**src/rtl/tft_fill_ctrl.sv**
```systemverilog
// Solid-colour window fill sequencer for the TFT byte transmitter.
// The sequence is CASET + 4 bytes, PASET + 4 bytes, then RAMWR + 3 RGB666 bytes per pixel.
module tft_fill_ctrl #(
  parameter int COORD_W = 9,
  parameter int WIDTH   = 320,
  parameter int HEIGHT  = 480
) (
  input  logic               clk,
  input  logic               rst,
  input  logic               init_done,
  input  logic               start,
  input  logic [COORD_W-1:0] x0,
  input  logic [COORD_W-1:0] x1,
  input  logic [COORD_W-1:0] y0,
  input  logic [COORD_W-1:0] y1,
  input  logic [17:0]        color,
  input  logic               tft_busy,
  output logic               tft_dc,
  output logic [7:0]         tft_data,
  output logic               tft_transmit,
  output logic               busy,
  output logic               done,
  output logic               error
);

  typedef enum logic [2:0] {
    IDLE, CASET_C, CASET_D, PASET_C, PASET_D, RAMWR_C, PIXEL, FINISH
  } state_t;

  localparam logic [COORD_W:0]   W_LIM = (COORD_W+1)'(WIDTH);
  localparam logic [COORD_W:0]   H_LIM = (COORD_W+1)'(HEIGHT);
  localparam logic [COORD_W-1:0] ONE   = {{(COORD_W-1){1'b0}}, 1'b1};

  state_t             state_q, state_d;
  logic [COORD_W-1:0] x0_q, x0_d, x1_q, x1_d, y0_q, y0_d, y1_q, y1_d;
  logic [COORD_W-1:0] col_q, col_d, row_q, row_d;
  logic [17:0]        color_q, color_d;
  logic [1:0]         sub_q, sub_d;
  logic               tx_q, tx_d, dc_q, dc_d;
  logic [7:0]         data_q, data_d;
  logic               busy_q, busy_d, done_q, done_d, error_q, error_d;

  logic               can_issue;
  logic               req_bad;
  logic [15:0]        lo_w, hi_w;
  logic [7:0]         coord_byte, pixel_byte;

  // The strobe is registered, so the previous-cycle check also covers tft_busy's one-cycle lag.
  assign can_issue = !tft_busy && !tx_q;
  assign req_bad   = (x1 < x0) || (y1 < y0) || ({1'b0, x1} >= W_LIM) || ({1'b0, y1} >= H_LIM);

  always_comb begin
    lo_w = (state_q == PASET_D) ? 16'(y0_q) : 16'(x0_q);
    hi_w = (state_q == PASET_D) ? 16'(y1_q) : 16'(x1_q);
    case (sub_q)
      2'd0:    coord_byte = lo_w[15:8];
      2'd1:    coord_byte = lo_w[7:0];
      2'd2:    coord_byte = hi_w[15:8];
      default: coord_byte = hi_w[7:0];
    endcase
    case (sub_q)
      2'd0:    pixel_byte = {color_q[17:12], 2'b00};
      2'd1:    pixel_byte = {color_q[11:6], 2'b00};
      default: pixel_byte = {color_q[5:0], 2'b00};
    endcase
  end

  always_comb begin
    state_d = state_q;
    x0_d    = x0_q;
    x1_d    = x1_q;
    y0_d    = y0_q;
    y1_d    = y1_q;
    col_d   = col_q;
    row_d   = row_q;
    color_d = color_q;
    sub_d   = sub_q;
    tx_d    = 1'b0;
    dc_d    = dc_q;
    data_d  = data_q;
    busy_d  = busy_q;
    done_d  = 1'b0;
    error_d = 1'b0;
    case (state_q)
      IDLE: begin
        if (init_done && start) begin
          x0_d    = x0;
          x1_d    = x1;
          y0_d    = y0;
          y1_d    = y1;
          color_d = color;
          if (req_bad) begin
            error_d = 1'b1;
          end else begin
            busy_d  = 1'b1;
            col_d   = x0;
            row_d   = y0;
            sub_d   = '0;
            state_d = CASET_C;
          end
        end
      end
      CASET_C, PASET_C, RAMWR_C: begin
        if (can_issue) begin
          tx_d   = 1'b1;
          dc_d   = 1'b0;
          sub_d  = '0;
          if (state_q == CASET_C) begin
            data_d  = 8'h2A;
            state_d = CASET_D;
          end else if (state_q == PASET_C) begin
            data_d  = 8'h2B;
            state_d = PASET_D;
          end else begin
            data_d  = 8'h2C;
            state_d = PIXEL;
          end
        end
      end
      CASET_D, PASET_D: begin
        if (can_issue) begin
          tx_d   = 1'b1;
          dc_d   = 1'b1;
          data_d = coord_byte;
          sub_d  = sub_q + 2'd1;
          if (sub_q == 2'd3) begin
            sub_d   = '0;
            state_d = (state_q == CASET_D) ? PASET_C : RAMWR_C;
          end
        end
      end
      PIXEL: begin
        if (can_issue) begin
          tx_d   = 1'b1;
          dc_d   = 1'b1;
          data_d = pixel_byte;
          sub_d  = sub_q + 2'd1;
          if (sub_q == 2'd2) begin
            sub_d = '0;
            if (col_q == x1_q) begin
              col_d = x0_q;
              if (row_q == y1_q) state_d = FINISH;
              else               row_d   = row_q + ONE;
            end else begin
              col_d = col_q + ONE;
            end
          end
        end
      end
      FINISH: begin
        done_d  = 1'b1;
        busy_d  = 1'b0;
        state_d = IDLE;
      end
      default: state_d = IDLE;
    endcase
  end

  always_ff @(posedge clk) begin
    if (rst) begin
      state_q <= IDLE;
      x0_q    <= '0;
      x1_q    <= '0;
      y0_q    <= '0;
      y1_q    <= '0;
      col_q   <= '0;
      row_q   <= '0;
      color_q <= '0;
      sub_q   <= '0;
      tx_q    <= 1'b0;
      dc_q    <= 1'b0;
      data_q  <= '0;
      busy_q  <= 1'b0;
      done_q  <= 1'b0;
      error_q <= 1'b0;
    end else begin
      state_q <= state_d;
      x0_q    <= x0_d;
      x1_q    <= x1_d;
      y0_q    <= y0_d;
      y1_q    <= y1_d;
      col_q   <= col_d;
      row_q   <= row_d;
      color_q <= color_d;
      sub_q   <= sub_d;
      tx_q    <= tx_d;
      dc_q    <= dc_d;
      data_q  <= data_d;
      busy_q  <= busy_d;
      done_q  <= done_d;
      error_q <= error_d;
    end
  end

  assign tft_transmit = tx_q;
  assign tft_dc       = dc_q;
  assign tft_data     = data_q;
  assign busy         = busy_q;
  assign done         = done_q;
  assign error        = error_q;

endmodule
```
**config.mk**
```make
export PLATFORM = sky130hd
export DESIGN_NAME = tft_fill_ctrl
export DESIGN_NICKNAME = d
export VERILOG_FILES = /design/src/rtl/tft_fill_ctrl.sv
export SDC_FILE = /design/constraint.sdc
export NUM_CORES = 1
export LEC_CHECK = 0
export CORE_AREA = 2 2 104 117
export CTS_CLUSTER_DIAMETER = 80
export DETAILED_ROUTE_END_ITERATION = 16
export DIE_AREA = 0 0 106 119
export PLACE_DENSITY = 0.78
export SLEW_MARGIN = 20
export SYNTH_ARGS = -nofsm -noshare
export SYNTH_HDL_FRONTEND = slang
export SYNTH_SLANG_ARGS = --single-unit
```
**constraint.sdc**
```tcl
create_clock -name clk -period 3.6 [get_ports clk]
set_clock_uncertainty 0.15 [all_clocks]
set_input_delay 0.72 -clock clk [delete_from_list [all_inputs] [get_ports clk]]
set_output_delay 0.72 -clock clk [all_outputs]
set_load 0.01 [all_outputs]
```
Word-level counts from Yosys, hierarchy flattened
Cells that the tools add are included.
Cells by class
  $add $sub $neg: 3
  magnitude comparators: 4
  eq/ne operators: 23
  muxes and demuxes: 53
  bitwise logic cells: 3
  reduce and logical (&&, ||, !) cells: 28
Operator list (count)
  $mux W9: 13
  $pmux W8 S3: 2
  $mux W3: 13
  $pmux W9 S2: 2
  $mux W8: 3
  $ne A2 B2 Y1 const B: 10
  $add A9 B1 Y9 const B: 2
  $eq A9 B9 Y1: 2
  $ge A9 B9 Y1 const B: 2
  $lt A9 B9 Y1: 2
  $mux W2: 8
  $pmux W8 S2: 1
  $pmux W3 S5: 1
  $eq A3 B3 Y1 const B: 4
  $reduce_and A9 Y1: 1
  $reduce_or A3 Y1: 3
  $pmux W2 S4: 1
  $mux W1: 7
  $reduce_and A7 Y1: 1
  $eq A3 B2 Y1 const B: 2
  $reduce_and A3 Y1: 2
  $reduce_and A6 Y1: 1
  $reduce_bool A2 Y1: 3
  $reduce_or A6 Y1: 1
  other kinds (18): 27
Storage, ports and cells
  flip-flop bits (word level): 90
  bits of input ports: 59
  output and inout port bits: 13
  logic and storage cells: 129

Logic depth before layout (Yosys ltp)
  depth after elaboration: 7
  mapped depth: 10
  gate-level depth less buffers: 9

Least setup slack after synthesis
No wires, ideal clock.
  path kind: input -> register
  from: input port x0[8]
  to: register col_q[0]
  setup time: 0.134 ns
  arrival: 2.538 ns
  required time: 3.316 ns
  path slack: 0.779 ns
  stages: 9
  path buffers: 1
  cells stage by stage: inv_1 ha_1 nand4_1 or3b_1 a211oi_4 a32oi_1 buf_2 a211oi_1 a211oi_1
On the way
  cells in the longest elaborated chain, start to end: 6
Ends and longest elaborated chain
  start, declared: RTL line 12  | input logic [COORD_W-1:0] x0,
  $lt A9 B9 Y1: RTL line 50  | assign req_bad = (x1 < x0) || (y1 < y0) || ({1'b0, x1} >= W_LIM) || ({1'b0, y1} >= H_LIM);
  $logic_or A1 B1 Y1 (3 in a row): RTL line 50
  $ne A2 B2 Y1 (no source line)
  $reduce_and A5 Y1 (no source line)
  end signal, assigned: RTL line 182  | col_q <= col_d;
  end, declared: RTL line 36  | logic [COORD_W-1:0] col_q, col_d, row_q, row_d;
No other way between the ends.
A chain may end at the register's enable or synchronous reset.

Worst setup path after layout
  from: input port x0[3]
  to: register sub_q[0]
On the way
  cells in the longest elaborated chain, start to end: 6
Ends and longest elaborated chain
  $lt A9 B9 Y1: RTL line 50
  $logic_or A1 B1 Y1 (3 in a row): RTL line 50
  $ne A2 B2 Y1 (no source line)
  $reduce_and A6 Y1 (no source line)
  end signal, assigned: RTL line 185  | sub_q <= sub_d;
  end, declared: RTL line 38  | logic [1:0] sub_q, sub_d;
No other way between the ends.

==> results_dict.tcl <==
set metrics [dict create \
    status "finished, final reports clean" \
    yosysUniqueCellTypes 50 \
    fin_crit_ps 3296 \
    placementRows 42 \
    core-area_um2 11610 \
    syn_nets 738 \
    clk_latency_ps 350 \
    worst_pin_slew_ps 694.9 \
    grt_max_degree 91 \
    power.density_nw_per_um2 381.1 \
    slew_headroom 0.5350 \
    irDropWorstVdd_uv 220.1 \
    drv_slew 0 \
    leakage_uw 0.002352 \
    fin_area_um2 6228 \
    yosys_warnings 0 \
    hold_viol 0 \
    num-fill-cells 1101 \
    drive_gt1_frac 0.06259 \
    netlist_area_um2 5044 \
    grt_usage 0.2360 \
    finalWeightedCongestion 0.9347 \
    ys_ff_latch 90 \
    place.port_buffers 71 \
    synth_commonest_cells "149 x nand2_1, 90 x dfxtp_1, 86 x a21oi_1" \
    end_kind "flip-flop" \
    drc 0 \
    area_growth_pct 23.49 \
    clkSinkCount 90 \
    placed_cells 857 \
    htreeDepth 3 \
    post_cts_resize_count 0 \
    antenna_cells 0 \
    antenna_left 0 \
    cts_max_path_buffers 2 \
    clk_pin_slew_worst_paths_ps 70 \
    yosysSeqAreaShare 0.3572 \
    grt_pass1_wl_mm 23.72 \
    crit_fanout 7 \
    vias_per_cell 5.771 \
    grt_pass1_vias 4813 \
    vias 5038 \
    nets 795 \
    wire_per_inst_um 16.56 \
    root_buffer "clkbuf_16" \
    finalSetupViolCount 0 \
    place_area_um2 5936 \
    power_uw 2374 \
    finalSetupTns_ps 0 \
    postCtsHoldBufs 0 \
    synthFlopType "dfxtp_1" \
    cts_buffers 9 \
    die_w_um 106 \
    async_flop_share 0 \
    rr_worst_depth 6 \
    critPathArrivalTime_ps 3360 \
    dieArea_um2 12610 \
    postSynthCellCount 657 \
    synth.most_common_cell "nand2_1" \
    grt_antenna_before_repair 0 \
    postCtsSetupRepairBufs 0 \
    synth_edf_count 0 \
    fin_util 0.5363 \
    fin_crit_sh 0.9156 \
    cp-start-kind "primary input" \
    fp.dieH_um 119 \
    maxCapViolCount 0 \
    syn_area_per_cell_um2 7.677 \
    rsz0062_at_grt "no" \
    wl_mm 14.46 \
    cts_tree "done" \
    dpl.hpwl_mm 10.63 \
    cp_data_required_time_ps 3660 \
    yosysTopAreaCell "dfxtp_1" \
    start_util 0.4343 \
    first_pass_iters 6 \
    min_path_type "flip-flop to flip-flop" \
    stdcell_count 873 \
    drtIter0Drc 465 \
    fmax_mhz 303.4 \
    ys_top_cells_by_area "dfxtp_1 36%, nand2_1 11%, a21oi_1 8.5%" \
    grt_overflow 0 \
    hold_depth 2 \
    synth_top_area_frac 0.3572 \
    timing_worst_setup_path_type "primary input to flip-flop" \
    design.portCount 72 \
]
-- where the power goes --
part / switching, uW / internal [uW]
Sequential: 42.9 / 1030
Clock: 448 / 488
Combinational: 191 / 170
-- cells in the final DEF (no fill, tap or decap), drive strengths merged, types with 14 or more instances in the layout --
cell,count
nand2,149
dfxtp,90
a21oi,86
clkdlybuf4s50,70
nor2,37
mux2i,31
inv,26
o21ai,23
ha,22
buf,21
a211oi,18
xor2,16
nand3,14
xnor2,14
-- registers in the layout, summed over array words and instances (netlist names) --
| register | count |
|---|---|
| state_q | 3 |
| row_q | 9 |
| error | 1 |
| y1_q | 9 |
| x0_q | 9 |
| col_q | 9 |
| sub_q | 2 |
| color_q | 18 |
| x1_q | 9 |
| done | 1 |
| tft_transmit | 1 |
| y0_q | 9 |
| tft_dc | 1 |
| busy | 1 |
| tft_data | 8 |
-- stage by stage --
step | hold WS, ps | worst slack [ps]
3_5_place_dp | 299.6 | -6.648
5_1_grt | 338.5 | 166.0
3_3_place_gp | 294.0 | 62.90
2_1_floorplan | 281.5 | 778.6
4_1_cts | 309.0 | 322.4
6_report | 309.8 | 303.7
-- cell type report --
class                      instances  area, um2  share of cell area
sequential                        90       1802              0.2893
tap                              154      192.7             0.03094
multi-input combinational        499       2987              0.4795
clock buffer                       9      225.2             0.03616
timing repair buffer              91      868.3              0.1394
clock inverter                     7      67.56             0.01085
inverter                          23      86.33             0.01386
-- final timing paths --
check	end	start	slack [ps]
max	sub_q[0]	x0[3]	300
min	color_q[9]	color_q[9]	310
max reg2reg	row_q[7]	state_q[2]	850
min reg2reg	color_q[9]	color_q[9]	310
-- per-layer routing --
metal / share of wire / global-route usage / vias to the layer above
met1: 0.39 / 0.2889 / 2331
met4: 0.055 / 0.1439 / 0
met5: 0 / 0 / -
li1: - / - / 2398
met3: 0.076 / 0.04488 / 52
met2: 0.48 / 0.3823 / 257
-- critical path: stages --
cell	delay (ps)
clkdlybuf4s50_1	520
inv_1	60
ha_1	310
a41oi_1	130
or3b_1	440
a211oi_4	470
a21oi_1	270
a221oi_1	340
a211oi_1	100
-- cells by family after synthesis --
logic type	Yosys count	synth area share
buffers and inverters	68	0.05284
flip-flops	90	0.3572
multiplexers	33	0.06599
AO/OA/AOI/OAI	170	0.2109
XOR/XNOR	30	0.05210
AND/OR/NAND/NOR	244	0.2064
adder cells (fa/ha/maj)	22	0.05458
No activity file was read; power rests on OpenSTA's default activity.
